===== src/rtl/vermibus_arbiter_if.sv =====
// rtl/vermibus_arbiter_if.sv - Vermibus requester/completer bus interface
interface Vermibus;
  logic        valid;
  logic        ready;
  logic [31:0] address;
  logic [3:0]  wstrobe;
  logic [31:0] wdata;
  logic [31:0] rdata;
  logic        irq;

  modport m (output valid, address, wstrobe, wdata, input ready, rdata, irq);
  modport s (input valid, address, wstrobe, wdata, output ready, rdata, irq);
endinterface


===== src/rtl/vermibus_arbiter.sv =====
// rtl/vermibus_arbiter.sv - two-requester Vermibus arbiter with round-robin/fixed priority and wait timeout
module vermibus_arbiter #(
  parameter int ROUND_ROBIN = 1,
  parameter int TIMEOUT     = 255
) (
  input  logic clk,
  input  logic reset,
  Vermibus.s   m0,
  Vermibus.s   m1,
  Vermibus.m   s,
  output logic timeout
);

  localparam int            CW    = (TIMEOUT > 0) ? $clog2(TIMEOUT + 1) : 1;
  localparam logic [CW-1:0] LIMIT = (TIMEOUT > 0) ? CW'(TIMEOUT - 1) : '0;
  localparam bit            TO_EN = (TIMEOUT > 0);

  typedef enum logic [1:0] {IDLE, GRANT0, GRANT1} state_t;

  state_t        state;
  logic [CW-1:0] wait_cnt;
  logic          last;
  logic          gnt0;
  logic          gnt1;
  logic          cur_valid;
  logic          handshake;
  logic          expire;

  assign gnt0      = (state == GRANT0);
  assign gnt1      = (state == GRANT1);
  assign cur_valid = (gnt0 & m0.valid) | (gnt1 & m1.valid);
  assign handshake = cur_valid & s.ready;
  // wait_cnt holds completed stall cycles, so LIMIT marks the TIMEOUT-th stalled cycle
  assign expire    = TO_EN & cur_valid & ~s.ready & (wait_cnt == LIMIT);

  assign s.valid   = cur_valid;
  assign s.address = gnt0 ? m0.address : (gnt1 ? m1.address : '0);
  assign s.wstrobe = gnt0 ? m0.wstrobe : (gnt1 ? m1.wstrobe : '0);
  assign s.wdata   = gnt0 ? m0.wdata   : (gnt1 ? m1.wdata   : '0);

  assign m0.ready  = gnt0 & m0.valid & (s.ready | expire);
  assign m1.ready  = gnt1 & m1.valid & (s.ready | expire);
  assign m0.rdata  = (gnt0 & ~expire) ? s.rdata : '0;
  assign m1.rdata  = (gnt1 & ~expire) ? s.rdata : '0;
  assign m0.irq    = s.irq;
  assign m1.irq    = s.irq;
  assign timeout   = expire;

  always_ff @(posedge clk or negedge reset) begin
    if (!reset) begin
      state    <= IDLE;
      wait_cnt <= '0;
      last     <= 1'b1;
    end else begin
      case (state)
        IDLE: begin
          wait_cnt <= '0;
          if (m0.valid && m1.valid) begin
            state <= (ROUND_ROBIN != 0 && last == 1'b0) ? GRANT1 : GRANT0;
          end else if (m0.valid) begin
            state <= GRANT0;
          end else if (m1.valid) begin
            state <= GRANT1;
          end
        end
        GRANT0, GRANT1: begin
          if (handshake || expire) begin
            state <= IDLE;
            last  <= gnt1;
          end else if (!cur_valid) begin
            state <= IDLE;
          end else if (wait_cnt != '1) begin
            wait_cnt <= wait_cnt + 1'b1;
          end
        end
        default: state <= IDLE;
      endcase
    end
  end

endmodule

===== src/flat_wrapper.sv =====
// flat-port wrapper written by rule: the top's interface ports become plain ports
module vermibus_arbiter_flat 
#(
  parameter int ROUND_ROBIN = 1,
  parameter int TIMEOUT     = 255
)
  (clk, reset, timeout, m0_valid, m0_address, m0_wstrobe, m0_wdata, m0_ready, m0_rdata, m0_irq, m1_valid, m1_address, m1_wstrobe, m1_wdata, m1_ready, m1_rdata, m1_irq, s_valid, s_address, s_wstrobe, s_wdata, s_ready, s_rdata, s_irq);
  Vermibus m0_i ();
  Vermibus m1_i ();
  Vermibus s_i ();
  input  logic clk;
  input  logic reset;
  output logic timeout;
  input wire logic [$bits(m0_i.valid)-1:0] m0_valid;
  input wire logic [$bits(m0_i.address)-1:0] m0_address;
  input wire logic [$bits(m0_i.wstrobe)-1:0] m0_wstrobe;
  input wire logic [$bits(m0_i.wdata)-1:0] m0_wdata;
  output wire logic [$bits(m0_i.ready)-1:0] m0_ready;
  output wire logic [$bits(m0_i.rdata)-1:0] m0_rdata;
  output wire logic [$bits(m0_i.irq)-1:0] m0_irq;
  input wire logic [$bits(m1_i.valid)-1:0] m1_valid;
  input wire logic [$bits(m1_i.address)-1:0] m1_address;
  input wire logic [$bits(m1_i.wstrobe)-1:0] m1_wstrobe;
  input wire logic [$bits(m1_i.wdata)-1:0] m1_wdata;
  output wire logic [$bits(m1_i.ready)-1:0] m1_ready;
  output wire logic [$bits(m1_i.rdata)-1:0] m1_rdata;
  output wire logic [$bits(m1_i.irq)-1:0] m1_irq;
  output wire logic [$bits(s_i.valid)-1:0] s_valid;
  output wire logic [$bits(s_i.address)-1:0] s_address;
  output wire logic [$bits(s_i.wstrobe)-1:0] s_wstrobe;
  output wire logic [$bits(s_i.wdata)-1:0] s_wdata;
  input wire logic [$bits(s_i.ready)-1:0] s_ready;
  input wire logic [$bits(s_i.rdata)-1:0] s_rdata;
  input wire logic [$bits(s_i.irq)-1:0] s_irq;
  assign m0_i.valid = m0_valid;
  assign m0_i.address = m0_address;
  assign m0_i.wstrobe = m0_wstrobe;
  assign m0_i.wdata = m0_wdata;
  assign m0_ready = m0_i.ready;
  assign m0_rdata = m0_i.rdata;
  assign m0_irq = m0_i.irq;
  assign m1_i.valid = m1_valid;
  assign m1_i.address = m1_address;
  assign m1_i.wstrobe = m1_wstrobe;
  assign m1_i.wdata = m1_wdata;
  assign m1_ready = m1_i.ready;
  assign m1_rdata = m1_i.rdata;
  assign m1_irq = m1_i.irq;
  assign s_valid = s_i.valid;
  assign s_address = s_i.address;
  assign s_wstrobe = s_i.wstrobe;
  assign s_wdata = s_i.wdata;
  assign s_i.ready = s_ready;
  assign s_i.rdata = s_rdata;
  assign s_i.irq = s_irq;
  vermibus_arbiter #(.ROUND_ROBIN(ROUND_ROBIN), .TIMEOUT(TIMEOUT)) u_core (.clk(clk), .reset(reset), .m0(m0_i), .m1(m1_i), .s(s_i), .timeout(timeout));
endmodule

===== config.mk =====
export PLATFORM = sky130hd
export DESIGN_NAME = vermibus_arbiter_flat
export DESIGN_NICKNAME = d
export VERILOG_FILES = /design/src/rtl/vermibus_arbiter_if.sv /design/src/rtl/vermibus_arbiter.sv /design/src/flat_wrapper.sv
export SDC_FILE = /design/constraint.sdc
export NUM_CORES = 1
export LEC_CHECK = 0
export BUFFER_PORTS_ARGS = -buffer_cell sky130_fd_sc_hd__buf_2
export CAP_MARGIN = 10
export CELL_PAD_IN_SITES_DETAIL_PLACEMENT = 2
export CELL_PAD_IN_SITES_GLOBAL_PLACEMENT = 2
export CORE_ASPECT_RATIO = 1.2
export CORE_UTILIZATION = 11
export DETAILED_ROUTE_END_ITERATION = 7
export PLACE_DENSITY_LB_ADDON = 0.1
export SKIP_CTS_REPAIR_TIMING = 1
export SYNTH_ARGS = -nofsm -noshare
export SYNTH_HDL_FRONTEND = slang
export SYNTH_SLANG_ARGS = --single-unit

===== constraint.sdc =====
create_clock -name clk -period 1.9 [get_ports clk]
set_input_delay 0.285 -clock clk [delete_from_list [all_inputs] [get_ports clk]]
set_output_delay 0.285 -clock clk [all_outputs]
set_load 0.01 [all_outputs]

Word level (Yosys, flattened, before mapping)
Cells that the tools add are included.
- add/sub/neg operators: 1
- multiply operators: 0
- div/mod/pow operators: 0
- order comparisons: 0
- equality and inequality tests: 9
- shift operators: 0
- multiplexer cells: 19
- bitwise operators: 13
- reductions and logical operators: 8
- operators with widths (kind ; count):
    $mux 32 ; 6
    $mux 8 ; 3
    $pmux 8 s2 ; 1
    $mux 2 ; 6
    $and 1x1->1 ; 9
    $add 8x1->8 const B ; 1
    $eq 8x8->1 const B ; 1
    $mux 4 ; 2
    $ne 8x8->1 const B ; 1
    $ne 2x1->1 const B ; 2
    $ne 4x3->1 const B ; 1
    $pmux 2 s2 ; 1
    $reduce_and 2->1 ; 2
    $reduce_and 4->1 ; 1
    $ne 3x3->1 const B ; 1
    $eq 2x1->1 const B ; 1
    $eq 2x2->1 const B ; 1
    $logic_not 2->1 ; 1
    $ne 2x2->1 const B ; 1
    $not 1->1 ; 2
    $or 1x1->1 ; 2
    $reduce_bool 2->1 ; 1
    $reduce_or 2->1 ; 1
    $logic_and 1x1->1 ; 1
    $logic_or 1x1->1 ; 1
- flip-flop bits (word level): 11
- bits in latches: 0
- memory bits (writable): 0
- ROM bits: 0
- input bits: 174
- output and inout bits: 138
- logic and storage cells: 53
- memories: 0

Depth between registers and ports, before layout
Gate-level depths: netlist (run 1).
- depth in word-level cells: 8
- gate-level depth with buffers: 8
- gate-level depth less buffers: 7

Least setup slack after synthesis (run 1)
No wires, ideal clock.
- path kind: register to register
- from: register u_core.state[0]
- to: register u_core.wait_cnt[1]
- library setup time: 128 ps
- arrival time: 1792 ps
- required time: 1772 ps
- slack: -20 ps
- cell stages (with the launch flop): 8
- path buffers: 1
- clock period less this slack: 1920 ps
- path through: dfrtp_1 > inv_1 > ha_1 > buf_2 > inv_1 > o32a_4 > o21ai_4 > mux2_1
- word-level cells in the longest chain between the ends: 8
- elaborated cells between the ends (all ways): 17
- those cells by class: eq/ne (5); mux (1); bitwise (6); reduce/logical (5)
- ends and longest elaborated chain (element ; line ; source):
    from (decl) ; vermibus_arbiter.sv:20 ; state_t state;
    from (signal assigned) ; vermibus_arbiter.sv:59 ; state <= (ROUND_ROBIN != 0 && last == 1'b0) ? GRANT1 : GRANT0;
    $eq 2x1->1 or $eq 2x2->1 (tied branches) ; vermibus_arbiter.sv:29, vermibus_arbiter.sv:55, vermibus_arbiter.sv:30 ;
    $and 1x1->1 ; vermibus_arbiter.sv:31 ; assign cur_valid = (gnt0 & m0.valid) | (gnt1 & m1.valid);
    $or 1x1->1 ; vermibus_arbiter.sv:31 ;
    $and 1x1->1 (2 in a row) ; vermibus_arbiter.sv:34 ; assign expire = TO_EN & cur_valid & ~s.ready & (wait_cnt == LIMIT);
    $logic_or 1x1->1 ; vermibus_arbiter.sv:67 ; if (handshake || expire) begin
    $ne 2x2->1 (no source line) ; n/a ;
    $reduce_and 4->1 (no source line) ; n/a ;
    to (signal assigned) ; vermibus_arbiter.sv:73 ; wait_cnt <= wait_cnt + 1'b1;
    to (decl) ; vermibus_arbiter.sv:21 ; logic [CW-1:0] wait_cnt;
Parallel ways exist; a longest one is shown, timed or not.
A chain may end at the register's enable or synchronous reset.

Worst setup path after layout (run 1)
- from: register u_core.wait_cnt[0]
- to: output m1_rdata[15]
- word-level cells in the longest chain between the ends: 5
- ends and longest elaborated chain (element ; line ; source):
    $eq 8x8->1 ; vermibus_arbiter.sv:34 ;
    $and 1x1->1 ; vermibus_arbiter.sv:34 ;
    $not 1->1 ; vermibus_arbiter.sv:44 ; assign m1.rdata = (gnt1 & ~expire) ? s.rdata : '0;
    $and 1x1->1 ; vermibus_arbiter.sv:44 ;
    $mux 32 ; vermibus_arbiter.sv:44 ;
    to (decl) ; flat_wrapper.sv:26 ; output wire logic [$bits(m1_i.rdata)-1:0] m1_rdata;
No other way between the ends.

==> Flow_metrics.wiki, run 1 <==
{| class="wikitable"
! Metric !! Value
|-
| Average instance area after synthesis || between 5 and 6 µm²
|-
| Max Buffers Root-to-Sink || 2
|-
| Clock group share of total power || 0.057
|-
| Sum of net half-perimeters after detailed placement || around 13 mm
|-
| Crit Path Category || reg2out
|-
| Drt wl/cell || 19.0 µm
|-
| Maximum frequency from static timing analysis || 0.455 GHz
|-
| Number of clock sinks || 11
|-
| Root Buffer || clkbuf_16
|-
| Final setup violation count || 105
|-
| Die area || 20300 µm²
|-
| Clock slew at reported path FFs || 0.05 ns
|-
| Power Internal || 3.76 mW
|-
| Register bit count reported by yosys || 11
|-
| Post-layout util || 0.276
|-
| Cells after synthesis || ~370
|-
| Initial antenna violation count || 4
|-
| Asr flop ratio synth || 1.00
|-
| Worst rel slew slack || 0.699
|-
| Yosys warnings || 0
|-
| Crit path arrival time || 1.91 ns
|-
| Result of the run || complete, but fails checks
|-
| Fraction of the yosys area taken by sequential cells || 0.127
|-
| Most frequent standard cell in the layout excluding fill and tap cells || buf_2
|-
| Reg power frac || 0.046
|-
| Global Route Usage Sum || 0.145
|-
| Maxcap violations || 0
|-
| Register-to-Register Path Depth || 8
|-
| Worst min-delay path category || in2reg
|-
| Number of antenna-violating nets in the routed design || 0
|-
| Port bufs || 308
|-
| Dominant delay contributor by cell family on the critical path || simple AND/OR/NAND/NOR gates
|-
| Worst setup path endpoint || m1_rdata[15]
|-
| Pwr per Cell Area || between 1000 and 1500 nW/µm²
|-
| Reg2reg setup slack || -0.17 ns
|-
| Crit path buf inv count || 4
|-
| Maximum number of pins on one net before global-route repair || 86
|-
| Sequential cell area || 278 µm²
|-
| Netlist Area Pre-Place || 2170 µm²
|-
| DRC violation total after the first TritonRoute iteration || ~100
|-
| RSZ-0062 raised after global routing || yes
|-
| Most instantiated flip-flop cell in the synthesis netlist || dfrtp_1
|-
| Via density per instance || 4.15
|-
| Data required time at the worst endpoint || 1.62 ns
|-
| Final critical-path setup slack || -0.299 ns
|-
| Endpoints failing hold || 0
|-
| Detailed Route WL || 18.4 mm
|-
| Initial core utilization || 0.114
|-
| Clock latency at the later pin of the worst-skew pair || between 0.2 and 0.3 ns
|-
| Area of combinational cells with multiple inputs || between 1500 and 2000 µm²
|-
| Placer congestion estimate || 0.807
|-
| Number of top-level pins || 312
|-
| Number of H-tree levels || 1
|-
| R2R Path Start || u_core.state[0]
|-
| Final worst path period share || 1.16
|-
| Switching share of total power || 0.469
|-
| Floorplan die height || 156 µm
|-
| Fraction of final layout cells sized beyond drive strength 1 || 0.614
|-
| Synth Net Count || 551
|-
| Commonest cells after routing, fill and taps aside || buf_2, nand2_1, and2_1
|-
| Chain of cells forming the critical path || inv_2 > ha_4 > nand4b_4 > nor3_4 > nor2b_4 > buf_12 > clkbuf_16 > and2_1 > buf_2
|-
| Critical Path Sink Type || output pin
|-
| EDFF count, synth || 0
|-
| Congestion Overflow GR || 0
|-
| Shortest clock period the worst path allows after layout || 2.20 ns
|-
| Violations in the final reports || negative setup slack
|-
| Fill cell instance count of the final layout || 2321
|-
| Largest stage delay on the critical path || 0.38 ns
|-
| Total power consumption of the routed design || 7.08 mW
|-
| FF-to-FF End || u_core.wait_cnt[5]
|-
| TritonCTS Buffers || 3
|-
| Combinational cell fraction of total power || 0.896
|-
| Highest ir drop seen on vdd || approximately 0.5 mV
|-
| Vias in the first global route || 3874
|-
| Largest driver fanout on the critical path || 8
|-
| CP startpoint kind || flop
|-
| P_sw || around 3.3 mW
|-
| Die Span X || 130 µm
|-
| Final net count || 893
|-
| Timing startpoint of the critical path || u_core.wait_cnt[0]
|-
| Largest clock skew in the final design || 0.00437 ns
|-
| Cell type of the slowest stage on the worst timing path || dfrtp_1
|-
| Number of cell rows || 55
|-
| Cell variety after synth || 41
|-
| Stages on worst setup path || 9
|-
| Core area || about 19000 µm²
|-
| Iteration count of the initial detailed-routing pass || 4
|-
| Post-synthesis to final-layout area growth || 143%
|-
| DRC errors left || 0
|-
| Max-slew violation count || 0
|-
| Vias after detailed routing || 4034
|-
| CTS tree || built
|-
| Slew @ Worst Pin || 0.447 ns
|-
| Global-route wire length before repair || ~23 mm
|-
| LEAKAGE || 2.86 nW
|}
[cell usage after synthesis, types with 3 or more instances]
cell / instances / share of area
inv_1: 6 / 0.010
nand3_1: 3 / 0.0069
nor4_1: 3 / 0.0086
nand2_1: 137 / 0.24
clkbuf_1: 26 / 0.045
ha_1: 5 / 0.029
a22o_1: 4 / 0.016
nor2_1: 6 / 0.010
nor2b_1: 4 / 0.012
o21ai_0: 67 / 0.15
and2_1: 64 / 0.18
o22a_1: 4 / 0.016
dfrtp_1: 10 / 0.12
[routing by layer]
metal | GRT usage | wire length, µm
met2 | 0.301 | 10100
met1 | 0.143 | 6900
met5 | 0 | 13
met4 | 0.0194 | 172
met3 | 0.0340 | 1240
[worst reg2reg max path, stage by stage (launching register included)]
cell and delay, ns:
dfrtp_1 0.39, inv_2 0.08, buf_4 0.13, ha_1 0.35, nor2b_1 0.21, o32a_4 0.22, o21ai_4 0.06, buf_4 0.16
a221o_1 0.34
[flip-flops by register name, summed over array words and instances, names as in the netlist]
register and flops:
u_core.last 1, u_core.wait_cnt 8, u_core.state 2
[cells by family after synthesis]
kind of cell	Yosys count	share of synthesized area
AND/OR/NAND/NOR	228	0.505
AO/OA/AOI/OAI	86	0.245
multiplexers	5	0.0248
buffers and inverters	37	0.0686
adder cells (fa/ha/maj)	5	0.0288
flip-flops	11	0.127
[final cells by class]
| type | count | share of cell area |
|---|---|---|
| inverters | 6 | 0.00427 |
| flip-flops and latches | 11 | 0.0527 |
| clock buffers | 4 | 0.0150 |
| diodes | 3 | 0.00142 |
| multi-input cells | 324 | 0.377 |
| well taps | 256 | 0.0608 |
| repair buffers | 368 | 0.489 |
[per-stage QoR]
step	hold WS (ns)	setup TNS [ns]	cell area [µm²]	worst slack, ns	std cells
3_5_place_dp	0.188	-6.52	4180	-0.224	930
6_report	0.403	-17.97	5270	-0.299	972
3_3_place_gp	0.185	-2.28	4180	-0.222	930
4_1_cts	-0.0761	-41.08	4260	-0.500	934
2_1_floorplan	-0.0106	-0.242	2190	-0.00435	372
5_1_grt	0.449	-30.06	5270	-0.398	971
[how the worst min path moves through the flow]
stage,start,endpoint,depth (start not counted)
6_report,m0_valid,u_core.state[0],3
5_1_grt,m0_valid,u_core.state[0],3
2_1_floorplan,reset,u_core.state[0],0
3_5_place_dp,reset,u_core.wait_cnt[2],1
3_3_place_gp,reset,u_core.wait_cnt[3],1
4_1_cts,reset,u_core.wait_cnt[7],1
[power by group through the flow]
stage / combinational [mW] / sequential, mW / clock [mW]
after floorplan: 2.24 / 0.314 / 0
after global placement: 4.30 / 0.322 / 0
after detailed placement: 4.37 / 0.327 / 0
after CTS: 4.38 / 0.323 / 0.420
after global routing: 6.85 / 0.338 / 0.423
final: 6.34 / 0.327 / 0.406
No activity file was read; power rests on OpenSTA's default activity.
==> inputs of run 2 (changes only) <==
==> constraint.sdc (replaced) <==
create_clock -name clk -period 1.9 [get_ports clk]
set_input_delay 0 -clock clk [delete_from_list [all_inputs] [get_ports clk]]
set_output_delay 0 -clock clk [all_outputs]
set_load 0.01 [all_outputs]
==> run 2 against run 1 <==
Power shrank 23%. Utilization shrank 4.1 points. The run now ends clean. Wire length shrank 11%. Sequential share of layout area grew 0.89 points. Hold slack lost 0.40 ns. Critical path depth shrank 1. Clock-buffer cell count is the same. Clock power shrank 2%. Global-route usage shrank 0.63 points. Combinational power shrank 26%. Critical endpoint is now m0_rdata[20].
==> Flow_metrics.wiki, run 2 (synthesized netlist as in run 1, its figures left out) <==
{| class="wikitable"
! Metric !! Value
|-
| Root Buffer || clkbuf_16
|-
| CTS tree || built
|-
| Crit path arrival time || 1.89 ns (-0.02 ns)
|-
| Drt wl/cell || 17.5 µm (-7.8%)
|-
| Post-synthesis to final-layout area growth || 107%
|-
| Detailed Route WL || 16.4 mm (-11%)
|-
| DRC errors left || 0 (unchanged)
|-
| Vias in the first global route || 3796 (-2.0%)
|-
| Core area || 19100 µm² (unchanged)
|-
| Via density per instance || 4.08 (-1.7%)
|-
| Maximum number of pins on one net before global-route repair || 73 (-15%)
|-
| Reg power frac || 0.061 (+0.015)
|-
| Registers with the most flip-flops || u_core.wait_cnt x8, u_core.state x2, u_core.last x1
|-
| Final std cell area, no fill || 4490 µm² (-15%)
|-
| Number of antenna-violating nets in the routed design || 0 (unchanged)
|-
| Crit Path Category || reg2out
|-
| Iteration count of the initial detailed-routing pass || 4 (unchanged)
|-
| Sum of net half-perimeters after detailed placement || 13.2 mm (-1.8%)
|-
| Combinational cell fraction of total power || 0.865 (-0.031)
|-
| Worst min-delay path category || in2out
|-
| Number of cell rows || 55 (unchanged)
|-
| Most frequent standard cell in the layout excluding fill and tap cells || buf_2
|-
| Congestion Overflow GR || 0 (unchanged)
|-
| Max-slew violation count || 0 (unchanged)
|-
| Dominant delay contributor by cell family on the critical path || buffers and inverters
|-
| Place WS || -0.0231 ns (+0.201 ns)
|-
| DRC violation total after the first TritonRoute iteration || 119 (+14%)
|-
| Initial core utilization || 0.114 (unchanged)
|-
| Post-layout util || 0.235 (-0.0410)
|-
| Clock group share of total power || 0.073 (+0.016)
|-
| Endpoints failing hold || 0 (unchanged)
|-
| P_sw || 2.82 mW (-15%)
|-
| Number of top-level pins || 312 (unchanged)
|-
| Result of the run || complete, no violations
|-
| Critical Path Sink Type || output pin
|-
| Global Route Usage Sum || 0.139 (-0.00629)
|-
| LEAKAGE || 2.46 nW (-14%)
|-
| Port bufs || 308 (unchanged)
|-
| Largest stage delay on the critical path || 0.39 ns (about the same)
|-
| Cell type of the slowest stage on the worst timing path || dfrtp_1
|-
| Maxcap violations || 0 (unchanged)
|-
| Pwr per Cell Area || 1210 nW/µm² (-9.7%)
|-
| Vias after detailed routing || 3814 (-5.5%)
|-
| Met2 WL || 9.51 mm (-6.0%)
|-
| Final setup violation count || 0 (-100%)
|-
| Hold slack final || 0.00000699 ns (-0.403 ns)
|-
| Clock latency at the later pin of the worst-skew pair || 0.24 ns (about the same)
|-
| Initial antenna violation count || 4 (unchanged)
|-
| Largest register FFs || 8 (unchanged)
|-
| Final net count || 855 (-4.3%)
|-
| TritonCTS Buffers || 3 (unchanged)
|-
| Finished Layout Cells || 935 (-3.8%)
|-
| Placer congestion estimate || 0.783 (-2.9%)
|-
| Global-route wire length before repair || 21.5 mm (-5.4%)
|-
| Highest routed metal layer || met4
|-
| Die area || 20300 µm² (unchanged)
|-
| Max Buffers Root-to-Sink || 2 (unchanged)
|-
| CP startpoint kind || flop
|-
| Slew @ Worst Pin || 0.363 ns (-0.0848 ns)
|-
| Power Internal || 2.62 mW (-30%)
|-
| Worst rel slew slack || 0.758 (+0.0583)
|-
| Total power consumption of the routed design || 5.44 mW (-23%)
|-
| Register name with the most flops || u_core.wait_cnt
|-
| Final worst path period share || 0.992 (-0.165)
|-
| Crit path buf inv count || 3 (-1)
|-
| Largest driver fanout on the critical path || 32 (+24)
|-
| Placed cells || 917 (-1.4%)
|-
| Data required time at the worst endpoint || 1.90 ns (+0.28 ns)
|-
| Largest clock skew in the final design || 0.000437 ns (-0.00394 ns)
|-
| Placed instance area || 4090 µm² (-2.2%)
|-
| Die Span X || 130 µm (unchanged)
|-
| Highest ir drop seen on vdd || 0.539 mV (+5.4%)
|-
| RSZ-0062 raised after global routing || yes
|-
| Metal-1 WL || 5.65 mm (-18%)
|-
| Fill cell instance count of the final layout || 2388 (+2.9%)
|-
| Maximum frequency from static timing analysis || 0.530 GHz (+17%)
|-
| WL met3 || 1.02 mm (-18%)
|-
| Commonest cells after routing, fill and taps aside || buf_2, nand2_1, o21ai_0
|-
| Final total negative setup slack || 0 ns (+17.97 ns)
|-
| Chain of cells forming the critical path || buf_4 > ha_4 > a22oi_4 > nor3_4 > nor2b_2 > buf_12 > and2_1 > buf_2
|-
| Number of clock sinks || 11 (unchanged)
|-
| Fraction of final layout cells sized beyond drive strength 1 || 0.545 (-0.0691)
|-
| Clock slew at reported path FFs || 0.04 ns (about the same)
|-
| Floorplan die height || 156 µm (unchanged)
|-
| Final critical-path setup slack || 0.0147 ns (+0.313 ns)
|-
| Switching share of total power || 0.518 (+0.0493)
|-
| Shortest clock period the worst path allows after layout || 1.89 ns (-0.313 ns)
|-
| Number of H-tree levels || 1 (unchanged)
|}
==> run 2: cell types whose count changed in the layout (fill, tap and decap cells not counted), sizes merged <==
| cell | before | now |
|---|---|---|
| buf | 353 | 327 |
| clkbuf | 18 | 6 |
| diode | 3 | 4 |
==> run 2: per-layer routing <==
metal | track usage | up-vias
li1 | - | 1831
met2 | 0.296 | 126
met3 | 0.0250 | 13
met5 | 0 | -
met4 | 0.0349 | 0
met1 | 0.129 | 1844
==> run 2: power by group through the flow <==
stage,Combinational (mW),Clock (mW),Sequential [mW]
finish,4.71,0.398,0.334
global route,5.13,0.421,0.343
floorplan,2.24,0,0.314
global placement,4.19,0,0.324
detailed placement,4.27,0,0.329
CTS,4.27,0.407,0.326
==> run 2: cell type report <==
| cell class | instances | area [µm²] | area share |
|---|---|---|---|
| Sequential cell | 11 | 277 | 0.0616 |
| Multi-Input combinational cell | 324 | 1850 | 0.413 |
| Clock buffer | 4 | 78.8 | 0.0176 |
| Inverter | 6 | 22.5 | 0.00502 |
| Timing Repair Buffer | 330 | 1930 | 0.429 |
| Antenna cell | 4 | 10.0 | 0.00223 |
| Tap cell | 256 | 320 | 0.0714 |
==> run 2: worst paths after layout <==
check | startpoint | to | slack (ns) | cells past startpoint
worst max-delay path | u_core.state[0] | m0_rdata[20] | 0.01 | 8
worst min-delay path | s_irq | m1_irq | 0.000007 | 0
worst max register to register | u_core.state[0] | u_core.wait_cnt[1] | 0.01 | 7
worst min register to register | u_core.wait_cnt[7] | u_core.wait_cnt[7] | 0.56 | 1
max in group asynchronous | reset | u_core.last | 1.44 | 2
min in group asynchronous | reset | u_core.state[0] | 0.18 | 2
==> inputs of run 3 (changes only) <==
ABC_AREA = 1   (was unset)
CORE_UTILIZATION = 10   (was 11)
==> run 3 against run 2 <==
Sequential power increased by 7.2%. Flip-flop and latch count is the same. Clock power is essentially flat. Die area is 12% higher. Non-clock buffer count is 2 higher. Critical path depth rose by 1. First-iteration DRC count down 8.4%. Register-to-register slack better by 0.09 ns. Highest routed layer unchanged.
==> Flow_metrics.wiki, run 3 <==
{| class="wikitable"
! Metric !! Value
|-
| Worst setup path endpoint || m0_rdata[31]
|-
| Asr flop ratio synth || 1.00 (unchanged)
|-
| Most instantiated flip-flop cell in the synthesis netlist || dfrtp_1
|-
| Final critical-path setup slack || 0.0378 ns (+0.0231 ns)
|-
| Root Buffer || clkbuf_16
|-
| Max-slew violation count || 0 (unchanged)
|-
| Number of top-level pins || 312 (unchanged)
|-
| Largest stage delay on the critical path || 0.43 ns (+0.04 ns)
|-
| Timing startpoint of the critical path || u_core.state[1]
|-
| Shortest clock period the worst path allows after layout || 1.86 ns (-0.0231 ns)
|-
| Final worst path period share || 0.980 (-0.0122)
|-
| Commonest cells after routing, fill and taps aside || buf_2, nand2_1, nand3_1
|-
| Highest ir drop seen on vdd || 0.565 mV (+4.9%)
|-
| R2R Path Start || u_core.state[1]
|-
| Registers with the most flip-flops || u_core.wait_cnt x8, u_core.state x2, u_core.last x1
|-
| Die area || 22700 µm² (+12%)
|-
| Leading cell type by number of instances after synthesis || nand2_1
|-
| Clock slew at reported path FFs || 0.04 ns (about the same)
|-
| Drt wl/cell || 17.5 µm (-0.12%)
|-
| Number of antenna-violating nets in the routed design || 0 (unchanged)
|-
| Share of the synthesized area in the top cell type || 0.315 (+0.0785)
|-
| Detailed Route WL || 18.2 mm (+11%)
|-
| Via density per instance || 3.99 (-2.2%)
|-
| Crit path arrival time || 1.86 ns (-0.03 ns)
|-
| Stages on worst setup path || 9 (+1)
|-
| Largest clock skew in the final design || 0.00607 ns (+0.00564 ns)
|-
| Largest cells by area after synthesis || nand2_1, nand3_1, nor2_1
|-
| Cell type with the highest aggregate area in the netlist || nand2_1
|-
| Average instance area after synthesis || 4.82 µm² (-17%)
|-
| Placer congestion estimate || 0.756 (-3.5%)
|-
| Worst rel slew slack || 0.795 (+0.0376)
|-
| Total power consumption of the routed design || 5.48 mW (+0.75%)
|-
| CTS tree || built
|-
| Final net count || 944 (+10%)
|-
| Post-synthesis to final-layout area growth || 101%
|-
| CP startpoint kind || flop
|-
| Pwr per Cell Area || 1230 nW/µm² (+1.5%)
|-
| Maxcap violations || 0 (unchanged)
|-
| Dominant delay contributor by cell family on the critical path || simple AND/OR/NAND/NOR gates
|-
| Floorplan die height || 165 µm (+5.8%)
|-
| Vias after detailed routing || 4143 (+8.6%)
|-
| Clock latency at the later pin of the worst-skew pair || 0.25 ns (about the same)
|-
| TritonCTS Buffers || 3 (unchanged)
|-
| Initial core utilization || 0.102 (-0.0119)
|-
| Cell variety after synth || 22 (-46%)
|-
| Largest driver fanout on the critical path || 16 (-50%)
|-
| DRC errors left || 0 (unchanged)
|-
| Post-layout util || 0.205 (-0.0301)
|-
| Yosys warnings || 0 (unchanged)
|-
| Global Route Usage Sum || 0.129 (-0.00947)
|-
| Final setup violation count || 0 (unchanged)
|-
| Critical Path Sink Type || output pin
|-
| Hold slack final || 0.0000242 ns (+0.0000172 ns)
|-
| Crit Path Category || reg2out
|-
| Number of cell rows || 59 (+7.3%)
|-
| Largest register FFs || 8 (unchanged)
|-
| Result of the run || complete, no violations
|-
| Sum of net half-perimeters after detailed placement || 13.6 mm (+3.2%)
|-
| Iteration count of the initial detailed-routing pass || 4 (unchanged)
|-
| Register-to-Register Path Depth || 11 (+4)
|-
| Crit path buf inv count || 3 (unchanged)
|-
| Maximum number of pins on one net before global-route repair || 71 (-2.7%)
|-
| Port bufs || 308 (unchanged)
|-
| Data required time at the worst endpoint || 1.90 ns (about the same)
|-
| Slew @ Worst Pin || 0.307 ns (-0.0557 ns)
|-
| Global-route wire length before repair || 22.5 mm (+4.9%)
|-
| Maximum frequency from static timing analysis || 0.537 GHz (+1.2%)
|-
| Vias in the first global route || 4069 (+7.2%)
|-
| EDFF count, synth || 0 (unchanged)
|-
| Fraction of the yosys area taken by sequential cells || 0.125 (-0.00245)
|-
| Cell type of the slowest stage on the worst timing path || dfrtp_1
|-
| Max Buffers Root-to-Sink || 2 (unchanged)
|-
| Fraction of final layout cells sized beyond drive strength 1 || 0.463 (-0.0818)
|-
| Number of H-tree levels || 1 (unchanged)
|-
| Die Span X || 138 µm (+5.8%)
|-
| LEAKAGE || 2.92 nW (+19%)
|-
| Place WS || 0.0910 ns (+0.114 ns)
|-
| Number of clock sinks || 11 (unchanged)
|-
| Worst min-delay path category || in2out
|-
| Congestion Overflow GR || 0 (unchanged)
|-
| Core area || 21700 µm² (+14%)
|-
| Endpoints failing hold || 0 (unchanged)
|-
| Most frequent standard cell in the layout excluding fill and tap cells || buf_2
|-
| DRC violation total after the first TritonRoute iteration || 109 (-8.4%)
|-
| Synth Net Count || 638 (+16%)
|-
| Reg2reg setup slack || 0.10 ns (+0.09 ns)
|-
| Register name with the most flops || u_core.wait_cnt
|-
| Netlist Area Pre-Place || 2210 µm² (+2.0%)
|-
| Initial antenna violation count || 1 (-3)
|-
| Fill cell instance count of the final layout || 2756 (+15%)
|-
| Cells after synthesis || 459 (+23%)
|-
| Register bit count reported by yosys || 11 (unchanged)
|-
| Chain of cells forming the critical path || inv_2 > ha_4 > nand2_1 > nand2_2 > nand3_4 > nand2_4 > clkbuf_16 > nor2_1 > buf_2
|-
| FF-to-FF End || u_core.wait_cnt[4]
|-
| Most common library cells after synthesis || nand2_1, nand3_1, nor2_1, inv_1, clkbuf_1
|}
run 3: cell types whose count changed in the layout (fill, tap and decap cells not counted), sizes merged, moves of 42 or more:
cell and change:
nand3 +83, nor2 +74, o21ai -66, and2 -64, nand2 +52, inv +42
run 3: cell families after synthesis:
| logic type | count (synthesis) | synth area share |
|---|---|---|
| DFF | 11 | 0.125 |
| buffers and inverters | 79 | 0.155 |
| and+or+nand+nor | 358 | 0.673 |
| adders and majority gates | 5 | 0.0283 |
| AOI/OAI and AO/OA | 6 | 0.0187 |
run 3: per-stage QoR:
step | setup TNS [ns] | instance area (µm²) | cells
after floorplan | 0 | 2210 | 459
after global placement | 0 | 4070 | 1017
after detailed placement | 0 | 4070 | 1017
after CTS | -5.06 | 4150 | 1021
after global routing | -3.13 | 4450 | 1039
final | 0 | 4450 | 1039
run 3: area by class of cell:
class / count / area [µm²] / area share
tap: 274 / 343 / 0.0770
inverter: 48 / 183 / 0.0410
antenna: 1 / 2.50 / 0.000562
sequential: 11 / 278 / 0.0624
multi-input combinational: 369 / 1660 / 0.372
clock buffer: 4 / 78.8 / 0.0177
timing repair buffer: 332 / 1910 / 0.429
run 3: where the power goes:
part,internal [mW],total [mW],switching [mW]
registers,0.290,0.358,0.0684
clock network,0.283,0.401,0.118
logic,1.86,4.72,2.86
run 3: worst min-delay path by stage:
| stage | to | depth (start not counted) | slack, ns | from |
|---|---|---|---|---|
| floorplan | u_core.state[0] | 0 | -0.30 | reset |
| finish | m0_irq | 0 | 0.00002 | s_irq |
| detailed placement | u_core.state[1] | 1 | -0.09 | reset |
| global placement | u_core.state[1] | 1 | -0.09 | reset |
| CTS | u_core.wait_cnt[0] | 1 | -0.35 | reset |
| global route | m0_irq | 0 | 0.00009 | s_irq |
run 3: layer usage:
metal	share of wire	global-route usage
met1	0.35	0.129
met2	0.58	0.277
met4	0.0090	0.0193
met5	0	0
met3	0.055	0.0160
